==> src/rtl/amba_write_arbiter.sv <==
// Two-master round-robin arbiter for a shared AXI write channel (AW, W, B).
// The grant is held from the address phase until the write response; WLAST to the slave is generated here.
module amba_write_arbiter #(
  parameter int ID_W   = 6,
  parameter int ADDR_W = 33,
  parameter int DATA_W = 8
) (
  input  logic                clk,
  input  logic                reset,
  input  logic [2*ID_W-1:0]   m2i_AWID,
  input  logic [2*ADDR_W-1:0] m2i_AWADDR,
  input  logic [7:0]          m2i_AWLEN,
  input  logic [1:0]          m2i_AWVALID,
  output logic [1:0]          i2m_AWREADY,
  input  logic [2*DATA_W-1:0] m2i_WDATA,
  input  logic [1:0]          m2i_WLAST,
  input  logic [1:0]          m2i_WVALID,
  output logic [1:0]          i2m_WREADY,
  output logic [1:0]          i2m_BVALID,
  output logic [3:0]          i2m_BRESP,
  input  logic [1:0]          m2i_BREADY,
  output logic [ID_W-1:0]     i2s_AWID,
  output logic [ADDR_W-1:0]   i2s_AWADDR,
  output logic [3:0]          i2s_AWLEN,
  output logic                i2s_AWVALID,
  input  logic                s2i_AWREADY,
  output logic [DATA_W-1:0]   i2s_WDATA,
  output logic                i2s_WLAST,
  output logic                i2s_WVALID,
  input  logic                s2i_WREADY,
  input  logic                s2i_BVALID,
  input  logic [1:0]          s2i_BRESP,
  output logic                i2s_BREADY,
  output logic                o_gnt,
  output logic                o_busy,
  output logic                o_wlast_err
);

  localparam logic [1:0] S_IDLE = 2'd0;
  localparam logic [1:0] S_ADDR = 2'd1;
  localparam logic [1:0] S_DATA = 2'd2;
  localparam logic [1:0] S_RESP = 2'd3;

  logic [1:0] r_state;
  logic       r_gnt;
  logic       r_ptr;
  logic [3:0] r_len;
  logic [3:0] r_beat;
  logic       r_err;

  logic              w_awvalid_g;
  logic [3:0]        w_awlen_g;
  logic [ID_W-1:0]   w_awid_g;
  logic [ADDR_W-1:0] w_awaddr_g;
  logic [DATA_W-1:0] w_wdata_g;
  logic              w_last;
  logic              w_aw_hs;
  logic              w_w_hs;
  logic              w_b_hs;

  assign w_awvalid_g = m2i_AWVALID[r_gnt];
  assign w_awlen_g   = r_gnt ? m2i_AWLEN[7:4] : m2i_AWLEN[3:0];
  assign w_awid_g    = r_gnt ? m2i_AWID[2*ID_W-1:ID_W] : m2i_AWID[ID_W-1:0];
  assign w_awaddr_g  = r_gnt ? m2i_AWADDR[2*ADDR_W-1:ADDR_W] : m2i_AWADDR[ADDR_W-1:0];
  assign w_wdata_g   = r_gnt ? m2i_WDATA[2*DATA_W-1:DATA_W] : m2i_WDATA[DATA_W-1:0];
  assign w_last      = (r_beat == r_len);
  assign w_aw_hs     = (r_state == S_ADDR) && w_awvalid_g && s2i_AWREADY;
  assign w_w_hs      = (r_state == S_DATA) && m2i_WVALID[r_gnt] && s2i_WREADY;
  assign w_b_hs      = (r_state == S_RESP) && s2i_BVALID && m2i_BREADY[r_gnt];

  always_ff @(posedge clk or negedge reset) begin
    if (!reset) begin
      r_state <= S_IDLE;
      r_gnt   <= 1'b0;
      r_ptr   <= 1'b0;
      r_len   <= '0;
      r_beat  <= '0;
      r_err   <= 1'b0;
    end else begin
      case (r_state)
        S_IDLE: begin
          // Single requester wins outright; on contention the pointer decides.
          if (|m2i_AWVALID) begin
            r_gnt   <= (&m2i_AWVALID) ? r_ptr : m2i_AWVALID[1];
            r_state <= S_ADDR;
          end
        end
        S_ADDR: begin
          if (w_aw_hs) begin
            r_len   <= w_awlen_g;
            r_beat  <= '0;
            r_state <= S_DATA;
          end else if (!w_awvalid_g) begin
            r_state <= S_IDLE;
          end
        end
        S_DATA: begin
          if (w_w_hs) begin
            if (m2i_WLAST[r_gnt] != w_last) r_err <= 1'b1;
            if (w_last) r_state <= S_RESP;
            else        r_beat  <= r_beat + 4'd1;
          end
        end
        S_RESP: begin
          if (w_b_hs) begin
            r_ptr   <= ~r_gnt;
            r_state <= S_IDLE;
          end
        end
        default: r_state <= S_IDLE;
      endcase
    end
  end

  always_comb begin
    i2m_AWREADY = '0;
    i2m_WREADY  = '0;
    i2m_BVALID  = '0;
    i2m_BRESP   = '0;
    i2s_AWID    = '0;
    i2s_AWADDR  = '0;
    i2s_AWLEN   = '0;
    i2s_AWVALID = 1'b0;
    i2s_WDATA   = '0;
    i2s_WLAST   = 1'b0;
    i2s_WVALID  = 1'b0;
    i2s_BREADY  = 1'b0;
    case (r_state)
      S_ADDR: begin
        i2s_AWVALID        = w_awvalid_g;
        i2s_AWID           = w_awid_g;
        i2s_AWADDR         = w_awaddr_g;
        i2s_AWLEN          = w_awlen_g;
        i2m_AWREADY[r_gnt] = s2i_AWREADY;
      end
      S_DATA: begin
        i2s_WVALID        = m2i_WVALID[r_gnt];
        i2s_WDATA         = w_wdata_g;
        i2s_WLAST         = w_last;
        i2m_WREADY[r_gnt] = s2i_WREADY;
      end
      S_RESP: begin
        i2m_BVALID[r_gnt] = s2i_BVALID;
        i2s_BREADY        = m2i_BREADY[r_gnt];
        if (r_gnt) i2m_BRESP[3:2] = s2i_BRESP;
        else       i2m_BRESP[1:0] = s2i_BRESP;
      end
      default: ;
    endcase
  end

  assign o_gnt       = r_gnt;
  assign o_busy      = (r_state != S_IDLE);
  assign o_wlast_err = r_err;

endmodule

==> config.mk <==
export PLATFORM = sky130hd
export DESIGN_NAME = amba_write_arbiter
export DESIGN_NICKNAME = d
export VERILOG_FILES = /design/src/rtl/amba_write_arbiter.sv
export SDC_FILE = /design/constraint.sdc
export NUM_CORES = 1
export LEC_CHECK = 0
export BUFFER_PORTS_ARGS = -buffer_cell sky130_fd_sc_hd__clkbuf_2
export CORE_MARGIN = 2
export CORE_UTILIZATION = 35
export CTS_BUF_LIST = sky130_fd_sc_hd__clkbuf_4
export DETAILED_ROUTE_END_ITERATION = 16
export PLACE_DENSITY = 0.81
export SLEW_MARGIN = 30
export SYNTH_ARGS = -nofsm -noshare
export SYNTH_HDL_FRONTEND = slang
export SYNTH_SLANG_ARGS = --single-unit
==> constraint.sdc <==
create_clock -name clk -period 2 [get_ports clk]
set_clock_uncertainty 0.1 [all_clocks]
set_input_delay 0.1 -clock clk [delete_from_list [all_inputs] [get_ports clk]]
set_output_delay 0.1 -clock clk [all_outputs]
set_load 0.05 [all_outputs]
# Yosys cells after proc, flatten, opt, wreduce, memory -nomap -nowiden
# Index checks and enable logic that the tools add are counted.
[op_classes] add_sub_neg=1 order_cmp=2 n_eq_ne=12 mux=40 n_bitwise=4 n_reduce_logical=18
[op_table] operator="$mux 33" count=2
[op_table] operator="$mux 4" count=6
[op_table] operator="$mux 2" count=11
[op_table] operator="$mux 8" count=2
[op_table] operator="$mux 1" count=14
[op_table] operator="$mux 6" count=2
[op_table] operator="$ne 2x2->1 const B" count=6
[op_table] operator="$pmux 2 s4" count=1
[op_table] operator="$pmux 4 s2" count=1
[op_table] operator="$reduce_and 2->1" count=4
[op_table] operator="$logic_and 1x1->1" count=7
[op_table] operator="$and 2x2->2" count=3
[op_table] operator="$reduce_and 5->1" count=1
[op_table] operator="$add 4x1->4 const B" count=1
[op_table] operator="$eq 2x2->1 const B" count=2
[op_table] operator="$eq 4x4->1" count=1
[op_table] operator="$reduce_and 4->1" count=1
[op_table] operator="$reduce_bool 2->1" count=2
[op_table] operator="$ne 3x3->1 const B" count=1
[op_table] operator="$reduce_and 3->1" count=1
[op_table] operator="$eq 2x1->1 const B" count=1
[op_table] operator="$logic_not 2->1" count=1
[op_table] operator="$lt 1x2->1 const B" count=1
[op_table] operator="$reduce_or 2->1" count=1
[op_table] operator="4 further kinds" count=4
[totals] register_bits=13 input_bits=117 out_inout_bits=68 word_cells=83

# Longest topological paths before layout
[depth] word_depth=6 mapped_depth=6 mapped_depth_nobuf=4

# Least setup slack after synthesis
# Ideal clock, no wire load.
[synth_timing] kind="flip-flop to output port" from="register r_gnt, in the netlist o_gnt" to="output port i2s_AWADDR[10]" t_arrival_ns=1.951 required_time_ns=1.800 setup_slack_ns=-0.151 path_stages_with_launch=6 n_path_buf=3 path_cell_list="dfrtp_1 -> buf_6 -> buf_4 -> buf_4 -> mux2i_1 -> nor2_1"
[synth_via] elab_chain_len=2
[synth_lines] element="start, declared" line="45" rtl="logic r_gnt;"
[synth_lines] element="start signal, assigned" line="84" rtl="r_gnt <= (&m2i_AWVALID) ? r_ptr : m2i_AWVALID[1];"
[synth_lines] element="$mux 33" line="64" rtl="assign w_awaddr_g = r_gnt ? m2i_AWADDR[2*ADDR_W-1:ADDR_W] : m2i_AWADDR[ADDR_W-1:0];"
[synth_lines] element="$mux 33" line="128" rtl="case (r_state)"
[synth_lines] element="end, declared" line="23" rtl="output logic [ADDR_W-1:0] i2s_AWADDR,"
# No other way between the ends.

# Worst setup path in the final report
[layout_timing] from="register r_gnt, in the netlist o_gnt" to="output port i2s_BREADY"
[layout_via] elab_chain_len=3
[layout_lines] element="$mux 1 (not written as such) (2 in series)" line="144" rtl="i2s_BREADY = m2i_BREADY[r_gnt];"
[layout_lines] element="$mux 1" line="128"
[layout_lines] element="end, declared" line="33" rtl="output logic i2s_BREADY,"
# No other way between the ends. The select of a mux whose other input is x is not followed.

==> impl_metrics.yaml <==
routing:
  via_per_inst: 4.77
  drt_iter0_drc: 44
  wire_per_inst_um: 12.8
  via_count: 2102
  drt_wl_total_mm: 5.65
  dr.pass1.iters: 4
  antenna_left: 0
  drc: 0
synthesis:
  yosysWarnings: 0
  synth_top_area_cell: "mux2i_1"
  synth_area_um2: 1600
  yosys-top-cells-area: "mux2i_1 37%, dfrtp_1 20%, nor2_1 15%, nand2_1 4.7%, buf_2 2.5%"
  synth-seq-area-share_pct: 20.3
  syn_area_per_cell_um2: 7.66
  synthDominantCellAreaShare_pct: 36.9
  synth.distinct_cells: 26
  synth_nets: 327
  synth-seq-cells: 13
  synthCells: 209
floorplanning:
  initial_core_util_pct: 36.5
  core_area_um2: 4380
  die_area_um2: 5130
  die_w_um: 71.6
  die_h_um: 71.6
  ios: 185
  num_rows: 24
worst_setup_path:
  rr_worst_depth: 5
  startpoint: "o_gnt"
  r2r_setup_slack_ns: 0.40
  cp-endpoint: "i2s_BREADY"
  critPathTopFamily: "buffers and inverters"
  start_kind: "flip-flop"
  end_kind: "primary output"
  worstPathArrival_ns: 1.65
  crit_type: "reg -> out"
  crit_fanout: 38
  crit_chain: "buf_12 > mux2i_1 > nor2_1 > clkbuf_2"
  critPathMaxStageDelay_ns: 0.48
  crit_buf_inv: 2
  reg2reg_to: "r_beat[1]"
  worstSetupPathDepth: 4
  required_ns: 1.80
  slowest_stage: "dfrtp_4"
  r2r-start: "o_gnt"
layout:
  final_core_util_pct: 61.9
  drive_gt1_share_pct: 61.9
  nets: 507
  fin_area_um2: 2720
  areaGrowthSynthToFinish_pct: 69.5
  n_fill_cell: 400
clocking:
  worst_skew_pair.late_latency_ns: 0.27
  cts.clk_slew.worst_paths_ns: 0.08
  cts_tree: "done"
  clockBufferDepth: 2
  clock-root-buffer: "clkbuf_4"
  clkSinkCount: 13
  htree_num_levels: 1
  cts_setup_buffers: 0
  cts_buffers: 3
global_route:
  antenna_found_initial: 1
  grt_max_degree: 39
  grt_use_total_pct: 20.4
  grt_pass1_wl_mm: 8.60
  gr-total-overflow: 0
  grt_pass1_vias: 1942
sta:
  period_needed_ns: 1.85
  finalWorstSetupSlack_ns: 0.153
  tightestPinTransition_ns: 0.310
  finalSetupViolCount: 0
  hold_violations: 0
  rsz0062_at_grt: "no"
  fmax_mhz: 541
  slew-limit-headroom_pct: 78.7
  timing.final.crit_share_pct: 92.4
  setup-tns-final_ns: 0
  slew_viol_final: 0
power:
  power_leakage_uw: 0.00171
  pwr-share-clk_pct: 3.7
  swShare_pct: 65.5
  switchingPower_uw: 3070
  p_per_area_nw_per_um2: 1730
  power_frac_seq_pct: 10.6
  power.internal_uw: 1620
  comb_power_share_pct: 85.7
  ir_drop_uv: 1030
placed_design:
  place_congestion: 0.772
  dp_hpwl_mm: 4.83
  io_buffers: 184
  dpl_worst_slack_ns: 0.340
  dpl-instance-area_um2: 2660
min_path:
  hold_class: "in -> reg"
run_status:
  status: "finished, final reports clean"
job:
  cap_violations: 0
## synthesized netlist by cell type
master / count
nor2_1: 65
mux2i_1: 59
nand2_1: 20
dfrtp_1: 13
buf_2: 8
o21ai_0: 6
and3_1: 4
xnor2_1: 4
buf_4: 3
clkbuf_1: 3
inv_1: 3
a21oi_1: 2
and2_1: 2
buf_6: 2
nand2b_1: 2
nand3_1: 2
nand3b_4: 2
a21o_1: 1
a31oi_1: 1
ha_1: 1
mux2i_2: 1
nand4_2: 1
nor2b_1: 1
o22ai_1: 1
o32a_1: 1
xor2_1: 1
## registers in the layout, summed over array words and instances (netlist names), named ones only
signal and cells:
o_gnt 1, o_wlast_err 1, r_beat 4, r_len 4, r_ptr 1, r_state 1
## kinds of logic (layout without fill, tap and decap cells)
family                   after synthesis  in the layout  share of synthesized area (%)
AND/OR/NAND/NOR                       99             99                           27.3
multiplexers                          60             60                           37.7
buffers and inverters                 19            198                           6.72
flip-flops                            13             13                           20.3
AO/OA/AOI/OAI                         12             12                           4.38
XOR/XNOR                               5              5                           2.73
adder cells (fa/ha/maj)                1              1                          0.781
other                                  0              1                              0
## cell usage in the layout (no fill, tap or decap), types with 2 or more instances in the layout
| cell type | Yosys | layout |
|---|---|---|
| nor2_2 | 0 | 40 |
| clkbuf_2 | 0 | 184 |
| nand2_1 | 20 | 20 |
| dlygate4sd3_1 | 0 | 2 |
| a21oi_1 | 2 | 2 |
| nand3b_4 | 2 | 2 |
| nor2_1 | 65 | 25 |
| and2_1 | 2 | 2 |
| dfrtp_1 | 13 | 12 |
| clkbuf_4 | 0 | 4 |
| buf_4 | 3 | 3 |
| and3_1 | 4 | 4 |
| inv_1 | 3 | 3 |
| o21ai_0 | 6 | 6 |
| mux2i_1 | 59 | 59 |
| nand3_1 | 2 | 2 |
| nand2b_2 | 0 | 2 |
| xnor2_1 | 4 | 4 |
| buf_12 | 0 | 2 |
## power by group through the flow
stage	Sequential (uW)	Clock, uW	Combinational, uW
after floorplan	505	0	3220
after global placement	493	0	3990
after detailed placement	506	0	4030
after CTS	501	179	4040
after global routing	517	196	4250
final	497	175	4020
## worst min-delay path by stage
stage	startpoint	to	cells after the start
floorplan	reset	async pin	0
global placement	reset	r_len[3]	1
detailed placement	reset	r_beat[1]	1
CTS	m2i_AWVALID[1]	o_gnt	3
global route	m2i_AWVALID[1]	o_gnt	3
finish	m2i_AWVALID[1]	o_gnt	3
## layer usage
| metal | up-vias | track usage (%) | part of all wire (%) |
|---|---|---|---|
| li1 | 1057 | - | - |
| met1 | 919 | 22.4 | 35 |
| met2 | 120 | 38.8 | 52 |
| met3 | 6 | 4.08 | 10 |
| met4 | 0 | 6.50 | 1.9 |
| met5 | - | 0 | 0 |
## cell type report
| cell class | instances | area [um^2] | area share (%) |
|---|---|---|---|
| diodes | 1 | 2.50 | 0.0922 |
| clock buffers | 4 | 30.0 | 1.11 |
| inverters | 3 | 11.3 | 0.415 |
| multi-input cells | 177 | 1270 | 46.9 |
| flip-flops and latches | 13 | 329 | 12.1 |
| well taps | 52 | 65.1 | 2.40 |
| repair buffers | 191 | 1000 | 37.0 |
## per-stage QoR
stage / total power, uW / std cells / hold WS (ns)
after floorplan: 3720 / 209 / -0.296
after global placement: 4480 / 434 / -0.0925
after detailed placement: 4540 / 434 / -0.0890
after CTS: 4720 / 440 / 0.0129
after global routing: 4970 / 441 / 0.0413
final: 4690 / 441 / 0.0223
## worst reg2reg max path: stages (launching register included)
cell and delay [ns]:
dfrtp_4 0.48, buf_12 0.20, mux2i_2 0.28, nand3b_4 0.26, nand2_1 0.07, mux2i_1 0.13
## timing repair
action | in CTS | in global routing
hold buffers | 2 | 0
endpoints found under the setup margin | 0 | 10
hold endpoints to repair | 14 | 0
resized for setup | 0 | 1
Note: power is estimated with default switching activity, not from simulation.
